`src/rtl/ll_reader.sv`:
```
// Dequeue engine for the shared-memory linked-list manager: arbitrates over non-empty lists, pops one, reads its head word.
// Optional build macro LL_READER_STRICT_PRIO_EN selects fixed lowest-index priority instead of round-robin.
module ll_reader #(
    parameter int NUM_ELEMS  = 4,
    parameter int NUM_LISTS  = 2,
    parameter int DATA_WIDTH = 8,
    parameter int PTR_WIDTH  = $clog2(NUM_ELEMS),
    parameter int LIST_WIDTH = $clog2(NUM_LISTS)
) (
    input  logic                           clk,
    input  logic                           rst_n,
    input  logic [NUM_LISTS-1:0]           empty,
    input  logic [NUM_LISTS*PTR_WIDTH-1:0] head,
    output logic [NUM_LISTS-1:0]           pop,
    output logic                           rd_en,
    output logic [PTR_WIDTH-1:0]           rd_addr,
    input  logic [DATA_WIDTH-1:0]          rd_data,
    output logic                           out_valid,
    input  logic                           out_ready,
    output logic [DATA_WIDTH-1:0]          out_data,
    output logic [LIST_WIDTH-1:0]          out_list
);

    logic [PTR_WIDTH-1:0]  w_head [NUM_LISTS];
    logic [NUM_LISTS-1:0]  w_req;
    logic [LIST_WIDTH-1:0] w_rr_ptr;
    logic [LIST_WIDTH-1:0] w_cand;
    logic [LIST_WIDTH-1:0] w_grant;
    logic                  w_found;
    logic                  w_fire;
    logic [2:0]            w_occ_sum;
    logic                  w_issue;

    logic [1:0]            r_occ;
    logic                  r_inflight;
    logic [LIST_WIDTH-1:0] r_inflight_list;
    logic                  r_wr_idx;
    logic                  r_rd_idx;
    logic [DATA_WIDTH-1:0] r_fifo_data [2];
    logic [LIST_WIDTH-1:0] r_fifo_list [2];

    genvar gi;
    generate
        for (gi = 0; gi < NUM_LISTS; gi++) begin : g_head
            assign w_head[gi] = head[PTR_WIDTH*gi +: PTR_WIDTH];
        end
    endgenerate

    assign w_req = ~empty;

`ifdef LL_READER_STRICT_PRIO_EN
    // Scanning from 0 every cycle gives fixed lowest-index priority.
    assign w_rr_ptr = '0;
`else
    logic [LIST_WIDTH-1:0] r_rr_ptr;

    always_ff @(posedge clk or negedge rst_n) begin
        if (!rst_n) begin
            r_rr_ptr <= '0;
        end else if (w_issue) begin
            r_rr_ptr <= (w_grant == LIST_WIDTH'(NUM_LISTS-1)) ? '0 : w_grant + 1'b1;
        end
    end

    assign w_rr_ptr = r_rr_ptr;
`endif

    // Circular scan starting at w_rr_ptr; the first requesting list wins.
    always_comb begin
        w_found = 1'b0;
        w_grant = '0;
        w_cand  = w_rr_ptr;
        for (int i = 0; i < NUM_LISTS; i++) begin
            if (!w_found && w_req[w_cand]) begin
                w_found = 1'b1;
                w_grant = w_cand;
            end
            w_cand = (w_cand == LIST_WIDTH'(NUM_LISTS-1)) ? '0 : w_cand + 1'b1;
        end
    end

    assign out_valid = (r_occ != 2'd0);
    assign w_fire    = out_valid & out_ready;
    assign w_occ_sum = {1'b0, r_occ} + {2'b00, r_inflight};
    // rst_n gating keeps the pop request quiet while the list manager is also held in reset.
    assign w_issue   = rst_n & w_found & ((w_occ_sum < 3'd2) | w_fire);

    always_comb begin
        pop     = '0;
        rd_addr = '0;
        if (w_issue) begin
            pop[w_grant] = 1'b1;
            rd_addr      = w_head[w_grant];
        end
    end

    assign rd_en = |pop;

    always_ff @(posedge clk or negedge rst_n) begin
        if (!rst_n) begin
            r_inflight      <= 1'b0;
            r_inflight_list <= '0;
        end else begin
            r_inflight <= w_issue;
            if (w_issue) begin
                r_inflight_list <= w_grant;
            end
        end
    end

    // The read return lands in the FIFO the cycle after the pop.
    always_ff @(posedge clk or negedge rst_n) begin
        if (!rst_n) begin
            r_occ    <= 2'd0;
            r_wr_idx <= 1'b0;
            r_rd_idx <= 1'b0;
            for (int i = 0; i < 2; i++) begin
                r_fifo_data[i] <= '0;
                r_fifo_list[i] <= '0;
            end
        end else begin
            if (r_inflight) begin
                r_fifo_data[r_wr_idx] <= rd_data;
                r_fifo_list[r_wr_idx] <= r_inflight_list;
                r_wr_idx              <= ~r_wr_idx;
            end
            if (w_fire) begin
                r_rd_idx <= ~r_rd_idx;
            end
            r_occ <= r_occ + {1'b0, r_inflight} - {1'b0, w_fire};
        end
    end

    assign out_data = r_fifo_data[r_rd_idx];
    assign out_list = r_fifo_list[r_rd_idx];

endmodule

```
`config.mk`:
```
export PLATFORM = sky130hd
export DESIGN_NAME = ll_reader
export DESIGN_NICKNAME = d
export VERILOG_FILES = /design/src/rtl/ll_reader.sv
export SDC_FILE = /design/constraint.sdc
export NUM_CORES = 1
export LEC_CHECK = 0
export CAP_MARGIN = 20
export CORE_UTILIZATION = 42
export DETAILED_ROUTE_END_ITERATION = 16
export PLACE_DENSITY = 0.74
export SLEW_MARGIN = 10
export SYNTH_ARGS = -nofsm -noshare
export SYNTH_HDL_FRONTEND = slang
export SYNTH_SLANG_ARGS = --single-unit
```
`constraint.sdc`:
```
create_clock -name clk -period 1.3 [get_ports clk]
set_input_delay 0.325 -clock clk [delete_from_list [all_inputs] [get_ports clk]]
set_output_delay 0.325 -clock clk [all_outputs]
set_load 0.01 [all_outputs]
```
==> results.yml <==
yosys:
  synth_area_mm2: 0.00120
  yosysSeqAreaShare: 0.520
  yosysWarnings: 0
  synth_cells: 87
  synth_area_per_cell_um2: 13.8
  ys_ff_latch: 25
  yosysUniqueCellTypes: 24
  syn_nets: 105
timing:
  final.setup.worst_slack_ps: -353
  final-setup-viol-count: 17
  rsz0062_at_grt: "yes"
  fin_worst_skew_ps: 15.4
  slew_headroom: 0.803
  drv_slew: 0
  timing.fmax_mhz: 605
  hold_violations: 0
  fin_crit_ps: 1650
  fin_crit_sh: 1.27
  finalSetupTns_ps: -5210
  worstMarginPinSlew_ps: 293
  holdWs_ps: 64.0
drt:
  wl_per_cell_um: 14.9
  vias_per_cell: 4.95
  drt-pass1-iter-count: 2
  initialDrtViolationCount: 10
  post-route-drc-count: 0
  num_vias: 846
  final_antenna_net_count: 0
  wl_mm: 2.56
clock_network:
  cts_tree: "yes"
  cts_hold_buf: 0
  cts.clk_slew.worst_paths_ps: 150
  clk_root_buffer_cell: "clkbuf_4"
  cts_buffer_depth: 2
  htreeDepth: 1
  cts_sinks: 25
  cts_buffers: 3
  insertion_delay_ps: 320
global_routing:
  antenna_found_initial: 0
  overflow: 0
  grt_pass1_vias: 960
  grt_max_degree: 27
  track_usage: 0.188
  grt_pass1_wl_mm: 4.52
worst_hold_path:
  min_path_type: "in2async"
critical_path:
  setup.worst_path.start_class: "flip-flop"
  worstSetupEndpointType: "primary output"
  required_ps: 980
  arrival_ps: 1330
  critPathKind: "reg2out"
  path_max_fanout: 3
floorplan:
  die_height_um: 55.5
  die_x_um: 55.5
  core_mm2: 0.00273
  die_area_mm2: 0.00308
  ioPinCount: 32
  rows: 19
  start_util: 0.440
finish:
  area_growth_syn_to_layout_pct: 55.8
  regArea_um2: 627
  final_nets: 159
  layout_common_cells: "dfrtp_1 (24), mux2_4 (17), buf_6 (17)"
  diodes: 0
  nFillCells: 194
  drive_above_1_share: 0.586
  multiInputGateArea_um2: 666
  design_area_mm2: 0.00188
  final_common_cell: "dfrtp_1"
placed_design:
  dpl.hpwl_mm: 1.74
  preCtsSetupSlack_ps: -756
  port_buffers: 31
  gp_congestion: 0.694
  post_dp_cell_area_mm2: 0.00165
status:
  violations: "negative setup slack"
  status: "complete, but fails checks"
power_and_ir_drop:
  ir_drop_uv: 1610
  finalPower_mw: 4.37
  p_per_area_mw_per_mm2: 2330
  p_leak_nw: 0.878
run:
  maxCapViolCount: 0
[report_power, final]
part           internal (mW)  leakage, nW  total (mW)  switching, mW
Sequential              1.17        0.294        1.43          0.262
Combinational           1.69        0.570        2.58          0.882
Clock                  0.117       0.0139       0.363          0.246
Total                   2.98        0.878        4.37           1.39
[cells by family (layout without fill, tap and decap cells)]
logic type,count (synthesis),in the layout,share of synthesized area
mux,26,26,0.271
compound gates,11,11,0.0655
xor+xnor,4,4,0.0291
simple gates,15,15,0.0748
flops,25,25,0.520
fa+ha+maj,1,1,0.0104
buf+inv,5,58,0.0291
[stage by stage]
step                instances   util
floorplan                  87      -
global placement          160  0.603
detailed placement        160  0.603
CTS                       168  0.639
global route              171  0.686
finish                    171  0.686
[final timing paths]
path	slack, ps	from	depth (start not counted)	to
min in group clk	510	rst_n	4	r_inflight
max in group asynchronous	1060	rst_n	2	r_rd_idx
hold reg to reg	520	r_fifo_list[0]	2	r_fifo_list[0]
hold / removal	60	rst_n	2	r_fifo_data[9]
setup reg to reg	-160	r_occ[0]	7	r_occ[1]
setup / recovery	-350	r_rr_ptr	5	rd_addr[0]
[state kept, by name, summed over array words and instances, names as in the netlist]
name / count
r_fifo_data: 16
r_fifo_list: 2
r_occ: 2
r_inflight: 1
r_inflight_list: 1
r_rd_idx: 1
r_rr_ptr: 1
r_wr_idx: 1
[synth_stat cells]
| cell | n | area [um2] |
|---|---|---|
| nand2_1 | 3 | 11.3 |
| inv_1 | 2 | 7.51 |
| nor4bb_1 | 1 | 10.0 |
| dfrtp_1 | 25 | 626 |
| nand2_2 | 1 | 6.26 |
| mux2_2 | 17 | 191 |
| nor2_1 | 3 | 11.3 |
| mux2_4 | 9 | 135 |
| buf_2 | 1 | 5.00 |
| nand2b_1 | 2 | 12.5 |
| o21ba_2 | 1 | 10.0 |
| a21oi_1 | 3 | 15.0 |
| nor2b_4 | 1 | 13.8 |
| xor2_1 | 1 | 8.76 |
| a32oi_1 | 2 | 17.5 |
| xnor2_1 | 3 | 26.3 |
| o21ai_0 | 2 | 10.0 |
| ha_1 | 1 | 12.5 |
| a2bb2oi_1 | 1 | 8.76 |
| o2bb2ai_1 | 1 | 8.76 |
| or2_2 | 2 | 12.5 |
| buf_6 | 2 | 22.5 |
| o21ai_2 | 1 | 8.76 |
| nor2b_1 | 2 | 12.5 |
[worst max-delay path, cell delays in order, from the launching register on]
cell and delay, ps:
dfrtp_1 420, buf_4 140, nand2b_4 60, a32oi_1 190, nor2_1 50, buf_2 140
[layout make-up]
cell class,count,share of cell area
clock buffers,3,0.0120
clock inverters,1,0.00400
inverters,2,0.00400
multi-input cells,57,0.355
flip-flops and latches,25,0.334
well taps,31,0.0207
repair buffers,52,0.270
[per-layer routing]
layer,vias to the layer above,track usage,wire length (um)
met5,-,0,0
met4,0,0.0429,8
met3,2,0.0445,115
met2,26,0.313,1320
met1,406,0.250,1110
li1,412,-,-
[timing repair]
item                                    CTS  global route
cloned                                    0             0
resized for setup                        85            22
pin swaps                                 6             8
hold endpoints to repair                  0             0
setup buffers                             4             4
endpoints found under the setup margin   20            32
No activity file was read; power rests on OpenSTA's default activity.
